<file path="src/rtl/register_file_param_if.sv">
// Bus between the issue/writeback stages and the register file: write port,
// two read ports with busy flags, and the scoreboard reservation handshake.
interface register_file_param_if #(
  parameter int DATA_W = 4,
  parameter int ADDR_W = 2
);
  logic              we;
  logic [ADDR_W-1:0] waddr;
  logic [DATA_W-1:0] wdata;
  logic [ADDR_W-1:0] ra1;
  logic [ADDR_W-1:0] ra2;
  logic [DATA_W-1:0] rdata1;
  logic [DATA_W-1:0] rdata2;
  logic              busy1;
  logic              busy2;
  logic              rsv_valid;
  logic [ADDR_W-1:0] rsv_addr;
  logic              rsv_ok;
  logic [ADDR_W:0]   busy_cnt;

  modport master (
    output we, waddr, wdata, ra1, ra2, rsv_valid, rsv_addr,
    input  rdata1, rdata2, busy1, busy2, rsv_ok, busy_cnt
  );

  modport slave (
    input  we, waddr, wdata, ra1, ra2, rsv_valid, rsv_addr,
    output rdata1, rdata2, busy1, busy2, rsv_ok, busy_cnt
  );
endinterface

</file>
<file path="src/rtl/register_file_param.sv">
// Parametrised register file: two bypassed combinational read ports, one write
// port, optional hardwired zero register and a per-register busy scoreboard.
module register_file_param #(
  parameter int DATA_W   = 4,
  parameter int NREGS    = 4,
  parameter int ADDR_W   = 2,
  parameter int ZERO_REG = 0
) (
  input  logic                  clk,
  input  logic                  rst_n,
  register_file_param_if.slave  bus
);
  localparam bit ZR = (ZERO_REG != 0);

  logic [DATA_W-1:0] regs_q [NREGS];
  logic [DATA_W-1:0] regs_d [NREGS];
  logic [NREGS-1:0]  busy_q;
  logic [NREGS-1:0]  busy_d;
  logic [ADDR_W:0]   busy_cnt_q;
  logic [ADDR_W:0]   busy_cnt_d;
  logic              wr_en;
  logic              rsv_set;

  // Reservation handshake: rsv_valid is the request and rsv_ok the acceptance,
  // both in the same cycle; the requester holds rsv_valid/rsv_addr stable
  // until it sees rsv_ok, and a transfer happens on every edge where both are 1.
  always_comb begin
    wr_en   = bus.we & ~(ZR && (bus.waddr == '0));
    rsv_set = bus.rsv_valid & ~busy_q[bus.rsv_addr] & ~(ZR && (bus.rsv_addr == '0));
  end

  always_comb begin
    bus.rdata1 = regs_q[bus.ra1];
    if (ZR && (bus.ra1 == '0)) begin
      bus.rdata1 = '0;
    end else if (wr_en && (bus.waddr == bus.ra1)) begin
      bus.rdata1 = bus.wdata;
    end
    bus.rdata2 = regs_q[bus.ra2];
    if (ZR && (bus.ra2 == '0)) begin
      bus.rdata2 = '0;
    end else if (wr_en && (bus.waddr == bus.ra2)) begin
      bus.rdata2 = bus.wdata;
    end
  end

  // A write in the current cycle releases its operand; data comes via bypass.
  always_comb begin
    bus.busy1    = busy_q[bus.ra1] & ~(bus.we & (bus.waddr == bus.ra1));
    bus.busy2    = busy_q[bus.ra2] & ~(bus.we & (bus.waddr == bus.ra2));
    bus.rsv_ok   = bus.rsv_valid & ~busy_q[bus.rsv_addr];
    bus.busy_cnt = busy_cnt_q;
  end

  // Release is applied before the reservation so a same-register reservation wins.
  always_comb begin
    regs_d = regs_q;
    busy_d = busy_q;
    if (wr_en) begin
      regs_d[bus.waddr] = bus.wdata;
      busy_d[bus.waddr] = 1'b0;
    end
    if (rsv_set) begin
      busy_d[bus.rsv_addr] = 1'b1;
    end
    busy_cnt_d = '0;
    for (int i = 0; i < NREGS; i++) begin
      busy_cnt_d = busy_cnt_d + {{ADDR_W{1'b0}}, busy_d[i]};
    end
  end

  always_ff @(posedge clk or negedge rst_n) begin
    if (!rst_n) begin
      for (int i = 0; i < NREGS; i++) begin
        regs_q[i] <= '0;
      end
      busy_q     <= '0;
      busy_cnt_q <= '0;
    end else begin
      for (int i = 0; i < NREGS; i++) begin
        regs_q[i] <= regs_d[i];
      end
      busy_q     <= busy_d;
      busy_cnt_q <= busy_cnt_d;
    end
  end
endmodule

</file>
<file path="src/flat_wrapper.sv">
// flat-port wrapper written by rule: the top's interface ports become plain ports
module register_file_param_flat 
#(
  parameter int DATA_W   = 4,
  parameter int NREGS    = 4,
  parameter int ADDR_W   = 2,
  parameter int ZERO_REG = 0
)
  (clk, rst_n, bus_we, bus_waddr, bus_wdata, bus_ra1, bus_ra2, bus_rsv_valid, bus_rsv_addr, bus_rdata1, bus_rdata2, bus_busy1, bus_busy2, bus_rsv_ok, bus_busy_cnt);
  register_file_param_if #(.DATA_W(DATA_W), .ADDR_W(ADDR_W)) bus_i ();
  input  logic clk;
  input  logic rst_n;
  input wire logic [$bits(bus_i.we)-1:0] bus_we;
  input wire logic [$bits(bus_i.waddr)-1:0] bus_waddr;
  input wire logic [$bits(bus_i.wdata)-1:0] bus_wdata;
  input wire logic [$bits(bus_i.ra1)-1:0] bus_ra1;
  input wire logic [$bits(bus_i.ra2)-1:0] bus_ra2;
  input wire logic [$bits(bus_i.rsv_valid)-1:0] bus_rsv_valid;
  input wire logic [$bits(bus_i.rsv_addr)-1:0] bus_rsv_addr;
  output wire logic [$bits(bus_i.rdata1)-1:0] bus_rdata1;
  output wire logic [$bits(bus_i.rdata2)-1:0] bus_rdata2;
  output wire logic [$bits(bus_i.busy1)-1:0] bus_busy1;
  output wire logic [$bits(bus_i.busy2)-1:0] bus_busy2;
  output wire logic [$bits(bus_i.rsv_ok)-1:0] bus_rsv_ok;
  output wire logic [$bits(bus_i.busy_cnt)-1:0] bus_busy_cnt;
  assign bus_i.we = bus_we;
  assign bus_i.waddr = bus_waddr;
  assign bus_i.wdata = bus_wdata;
  assign bus_i.ra1 = bus_ra1;
  assign bus_i.ra2 = bus_ra2;
  assign bus_i.rsv_valid = bus_rsv_valid;
  assign bus_i.rsv_addr = bus_rsv_addr;
  assign bus_rdata1 = bus_i.rdata1;
  assign bus_rdata2 = bus_i.rdata2;
  assign bus_busy1 = bus_i.busy1;
  assign bus_busy2 = bus_i.busy2;
  assign bus_rsv_ok = bus_i.rsv_ok;
  assign bus_busy_cnt = bus_i.busy_cnt;
  register_file_param #(.DATA_W(DATA_W), .NREGS(NREGS), .ADDR_W(ADDR_W), .ZERO_REG(ZERO_REG)) u_core (.clk(clk), .rst_n(rst_n), .bus(bus_i));
endmodule
</file>
<file path="config.mk">
export PLATFORM = sky130hd
export DESIGN_NAME = register_file_param_flat
export DESIGN_NICKNAME = d
export VERILOG_FILES = /design/src/rtl/register_file_param_if.sv /design/src/rtl/register_file_param.sv /design/src/flat_wrapper.sv
export SDC_FILE = /design/constraint.sdc
export NUM_CORES = 1
export LEC_CHECK = 0
export CORE_UTILIZATION = 30
export CTS_BUF_LIST = sky130_fd_sc_hd__clkbuf_2 sky130_fd_sc_hd__clkbuf_4 sky130_fd_sc_hd__clkbuf_8
export DETAILED_ROUTE_END_ITERATION = 10
export REMOVE_ABC_BUFFERS = 1
export SETUP_SLACK_MARGIN = 0.05
export SLEW_MARGIN = 20
export SYNTH_ARGS = -nofsm -noshare
export SYNTH_HDL_FRONTEND = slang
export SYNTH_SLANG_ARGS = --single-unit
</file>
<file path="constraint.sdc">
create_clock -name clk -period 2.34 [get_ports clk]
set_clock_uncertainty 0.05 [all_clocks]
set_input_delay 0.468 -clock clk [delete_from_list [all_inputs] [get_ports clk]]
set_output_delay 0.468 -clock clk [all_outputs]
set_load 0.1 [all_outputs]
</file>
# Word-level counts from Yosys, hierarchy flattened
# Index checks and enable logic that the tools add are counted.
[classes]
addsub = 3
magnitude_cmp = 10
n_eq_ne = 2
mux = 23
n_bitwise = 14
reduce_logical = 5
[op_table]
columns = ["cell", "n"]
rows = [
  ["4-bit 2-to-1 mux", 9],
  ["4-bit binary-select mux with 2-bit select", 2],
  ["16-bit bitwise mux", 1],
  ["2-bit by 3-bit less-than comparator with 1-bit output (second input constant)", 4],
  ["3-bit greater-or-equal comparator (second input constant)", 3],
  ["2-bit inverter with 3-bit output", 3],
  ["4-bit demux with 2-bit select", 1],
  ["3-bit by 1-bit adder with 3-bit output", 2],
  ["1-bit binary-select mux with 2-bit select", 3],
  ["1-bit AND", 5],
  ["1-bit logical AND", 5],
  ["1-bit 2-to-1 mux", 5],
  ["4-bit AND", 1],
  ["1-bit demux with 2-bit select", 2],
  ["2-bit equality test", 2],
  ["2-bit by 1-bit greater-or-equal comparator with 1-bit output (second input constant)", 2],
  ["4-bit inverter", 1],
  ["4-bit bitwise OR", 1],
  ["3-bit by 1-bit less-than comparator with 1-bit output (second input constant)", 1],
  ["1-bit inverter", 3],
  ["1-bit by 1-bit adder with 2-bit output", 1],
]
[word_totals]
ff_bits = 23
output_inout_bits = 14
wordCells = 63

# Logic depth before layout (Yosys ltp)
[logic_depth]
ltp_word = 12
ltp_mapped = 6
mapped_depth_nobuf = 6

# Worst setup path after synthesis
# No wires, ideal clock.
[synth_timing]
path_kind = "input-to-output"
start = "input bus_rsv_addr[0]"
end = "output bus_rsv_ok"
arrival_time_ns = 2.288
required_time_ns = 1.822
path_slack_ns = -0.466
path_stages = 2
path_buffers = 0
cell_sequence = "mux4_2 > nor2b_1"
[synth_via]
elab_chain_cells = 4
[synth_lines]
columns = ["item", "line_no", "rtl"]
rows = [
  ["start, declared", "flat_wrapper.sv:19", "input wire logic [$bits(bus_i.rsv_addr)-1:0] bus_rsv_addr;"],
  ["1-bit binary-select mux with 2-bit select", "register_file_param.sv:51", "bus.rsv_ok = bus.rsv_valid & ~busy_q[bus.rsv_addr];"],
  ["1-bit 2-to-1 mux (not written as such)", "register_file_param.sv:51", ""],
  ["1-bit inverter", "register_file_param.sv:51", ""],
  ["1-bit AND", "register_file_param.sv:51", ""],
  ["end, declared", "flat_wrapper.sv:24", "output wire logic [$bits(bus_i.rsv_ok)-1:0] bus_rsv_ok;"],
]
# No other way between the ends. The select of a mux whose other input is x is not followed.

# Final worst setup path
[layout_timing]
start = "input bus_waddr[1]"
end = "output bus_rdata2[3]"
[layout_via]
elab_chain_cells = 3
[layout_lines]
columns = ["item", "line_no", "rtl"]
rows = [
  ["start, declared", "flat_wrapper.sv:14", "input wire logic [$bits(bus_i.waddr)-1:0] bus_waddr;"],
  ["2-bit equality test", "register_file_param.sv:42", "end else if (wr_en && (bus.waddr == bus.ra2)) begin"],
  ["1-bit logical AND", "register_file_param.sv:42", ""],
  ["4-bit 2-to-1 mux", "register_file_param.sv:42", ""],
  ["end, declared", "flat_wrapper.sv:21", "output wire logic [$bits(bus_i.rdata2)-1:0] bus_rdata2;"],
]
# No other way between the ends.

==> summary.log <==
qor: outcome.outcome complete, no violations
qor: yosys.postSynthAreaPerCell 15.0 sq um
qor: yosys.synth.lib_cells_used.distinct 20
qor: yosys.mappedNetlistArea 1340 sq um
qor: power_and_ir_drop.switching_power 0.000887 W
qor: power_and_ir_drop.clockPowerShare 12.1%
qor: clocking.root_buffer sky130_fd_sc_hd__clkbuf_8
qor: layout.design.final.nets 156
qor: hold_path.holdCritPathClass flip-flop to flip-flop
qor: yosys.seq_area_frac_synth 43.0%
qor: setup_path.data_required_time_of_the_worst_path 1.82 ns
qor: timing.timing_hold_violations_final 0
qor: placement.gp_congestion 0.772
qor: global_routing.antenna_found_initial 0
qor: setup_path.rr_startpoint u_core.busy_q[0]
qor: setup_path.arrival 1.74 ns
qor: clocking.clkLatencyLatePin 0.25 ns
qor: timing.slew_viol_final 0
qor: drt.detailedRoute.firstIterationViolations 26
qor: clocking.tritoncts_clock_tree done
qor: placement.post_place_instance_area 1880 sq um
qor: placement.io_buffer_count 29
qor: setup_path.timing.critical_path.from_type primary input
qor: layout.layout.core_utilization 49.7%
qor: yosys.yosys_warnings 0
qor: power_and_ir_drop.power.share.combinational 59.8%
qor: setup_path.reg2reg_depth 5
qor: floorplanning.coreArea 4140 sq um
qor: layout.area_growth_syn_to_layout 54.1%
qor: timing.setup_viol_count_final 0
qor: power_and_ir_drop.seqPwrFrac 28.2%
qor: setup_path.top_fanout_value_on_the_critical_path 6
qor: timing.final_period_minus_worst_setup_slack 2.25 ns
qor: timing.whs 0.478 ns
qor: clocking.cts_hold_buf 0
qor: hold_path.holdPathStages 1
qor: timing.fmaxAchievable 0.444 GHz
qor: timing.rsz0062_at_grt yes
qor: drt.routed_wl_per_cell 17.8 microns
qor: layout.final_layout_size_suffix_gt1_share 61.0%
qor: layout.layout_commonest_cell sky130_fd_sc_hd__dfrtp_1
qor: drt.detailedRoute.firstPassIterationCount 4
qor: timing.tightest_slew 0.422 ns
qor: clocking.cts_num_sinks 23
qor: power_and_ir_drop.switching_share 45.4%
qor: global_routing.grt_max_degree 24
qor: drt.vias 985
qor: clocking.clk_pin_slew 0.08 ns
qor: setup_path.worst-setup-path-type primary input to primary output
qor: placement.final_hpwl_dp 2550 microns
qor: hold_path.worst_hold_startpoint u_core.regs_q[2]
qor: floorplanning.boundaryPins 30
qor: floorplanning.fp.dieArea 4730 sq um
qor: drt.postRouteAntennaNets 0
qor: yosys.post_synth_inst_count 89
qor: timing.maxSlewHeadroom 71.6%
qor: power_and_ir_drop.power_per_cell_area 947 nW/um^2
qor: global_routing.grt_overflow_total 0
qor: yosys.postSynthRegisterBits 23
qor: drt.wl 3320 microns
qor: timing.layout_worst_path_cycle_share 96.3%
qor: clocking.h-tree-depth 1
qor: global_routing.grt.total_usage 15.3%
qor: global_routing.grt_first_pass_wirelength 5010 microns
qor: floorplanning.floorplan.die.width 68.8 microns
qor: clocking.tritoncts.num_buffers 3
qor: setup_path.rrSetupSlack 0.36 ns
qor: layout.count_of_inserted_antenna_diode_cells 0
qor: hold_path.min_to u_core.regs_q[2]
qor: power_and_ir_drop.p_int 0.00107 W
qor: floorplanning.die-height 68.8 microns
qor: drt.post-route-drc-count 0
qor: setup_path.timing.rr.end u_core.bus.busy_cnt[1]
qor: drt.vias_per_inst 5.30
qor: power_and_ir_drop.leakage 0.904 nW
qor: power_and_ir_drop.vdd_ir_drop_max 0.715 mV
qor: setup_path.launch_point_of_the_critical_path bus_waddr[1]
qor: yosys.synth_area_leaders sky130_fd_sc_hd__dfrtp_1 43%, sky130_fd_sc_hd__mux2_2 20%, sky130_fd_sc_hd__mux4_2 15%
qor: yosys.netlist.area_leader.share 43.0%
qor: global_routing.grt_pass1_vias 1017
qor: yosys.yosysTopAreaCell sky130_fd_sc_hd__dfrtp_1
qor: flow_run.max-cap-violations 0
qor: setup_path.cp-end-kind primary output
qor: clocking.cts.path.max_buffers 2
qor: floorplanning.number_of_standard_cell_rows_in_the_floorplan 23
qor: layout.finalInstanceArea 2060 sq um
qor: layout.mostFrequentLayoutCells 23 x sky130_fd_sc_hd__dfrtp_1, 20 x sky130_fd_sc_hd__mux2_2, 13 x sky130_fd_sc_hd__buf_4, 11 x sky130_fd_sc_hd__buf_12, 9 x sky130_fd_sc_hd__mux4_2
qor: floorplanning.start_util 32.3%
-- power by group through the flow --
| stage | clock, W | combinational (W) | sequential (W) |
|---|---|---|---|
| 2_1_floorplan | 0 | 0.000588 | 0.000685 |
| 3_3_place_gp | 0 | 0.00110 | 0.000548 |
| 3_5_place_dp | 0 | 0.00111 | 0.000555 |
| 4_1_cts | 0.000243 | 0.00115 | 0.000549 |
| 5_1_grt | 0.000265 | 0.00122 | 0.000564 |
| 6_report | 0.000236 | 0.00117 | 0.000550 |
-- worst max-delay path by stage --
stage / endpoint / slack, ns / cells past startpoint
final: bus_rdata2[3] / 0.09 / 5
after global placement: u_core.bus.busy_cnt[1] / -0.41 / 6
after global routing: bus_rdata2[3] / 0.04 / 5
after floorplan: bus_rsv_ok / -0.47 / 2
after detailed placement: u_core.bus.busy_cnt[1] / -0.47 / 6
after CTS: bus_rdata2[3] / 0.03 / 5
-- sequential cells by signal, summed over array words and instances, names as in the netlist --
register and count:
u_core.bus.busy_cnt 3, u_core.regs_q 16, u_core.busy_q 4
-- worst max-delay path, cell delays in order --
cell and delay, ns:
sky130_fd_sc_hd__dlygate4sd2_1 0.34, sky130_fd_sc_hd__xnor2_2 0.25, sky130_fd_sc_hd__nand3_4 0.15, sky130_fd_sc_hd__mux2_4 0.35, sky130_fd_sc_hd__buf_12 0.17
-- cells by family (layout without fill, tap and decap cells) --
family | count (synthesis) | in the layout | synth area share (%)
multiplexers | 35 | 35 | 39.3
flip-flops | 23 | 23 | 43.0
AND/OR/NAND/NOR | 15 | 15 | 7.11
buffers and inverters | 5 | 52 | 2.71
AO/OA/AOI/OAI | 4 | 4 | 1.87
XOR/XNOR | 4 | 4 | 2.62
adder cells (fa/ha/maj) | 3 | 3 | 3.37
-- cell type report --
class	count	area [sq um]
repair buffers	47	547
well taps	50	62.6
flip-flops and latches	23	576
fillers	358	2080
multi-input cells	61	826
clock buffers	3	41.3
inverters	1	3.75
clock inverters	1	5.00
-- layer usage --
metal | part of all wire, % | GRT usage [%] | up-vias
li1 | - | - | 443
met1 | 44 | 21.0 | 514
met2 | 51 | 25.5 | 26
met3 | 4.6 | 3.45 | 2
met4 | 0.30 | 1.53 | 0
met5 | 0 | 0 | -
-- through the flow --
stage | TNS [ns] | cells | total power, W | worst slack, ns
3_5_place_dp | -3.81 | 180 | 0.00167 | -0.469
4_1_cts | 0 | 185 | 0.00195 | 0.0349
5_1_grt | 0 | 186 | 0.00204 | 0.0414
2_1_floorplan | -0.466 | 85 | 0.00127 | -0.466
3_3_place_gp | -3.48 | 180 | 0.00164 | -0.409
6_report | 0 | 186 | 0.00195 | 0.0867
-- repair_timing --
action                                  4_1_cts  5_1_grt
gates resized for setup                      33       10
pin swaps                                     3        2
endpoints found under the setup margin       14       10
setup buffers                                 1        1
-- cell usage after synthesis, drive strengths merged --
cell type / count
inv: 1
mux4: 11
buf: 2
nand2: 2
fa: 1
xnor2: 4
a32o: 1
and2: 2
nor2b: 1
nand3b: 3
nor2: 1
mux2: 24
clkbuf: 2
nor3b: 1
o21ai: 3
ha: 2
nand3: 4
dfrtp: 23
or4b: 1
No activity file was read; power rests on OpenSTA's default activity.
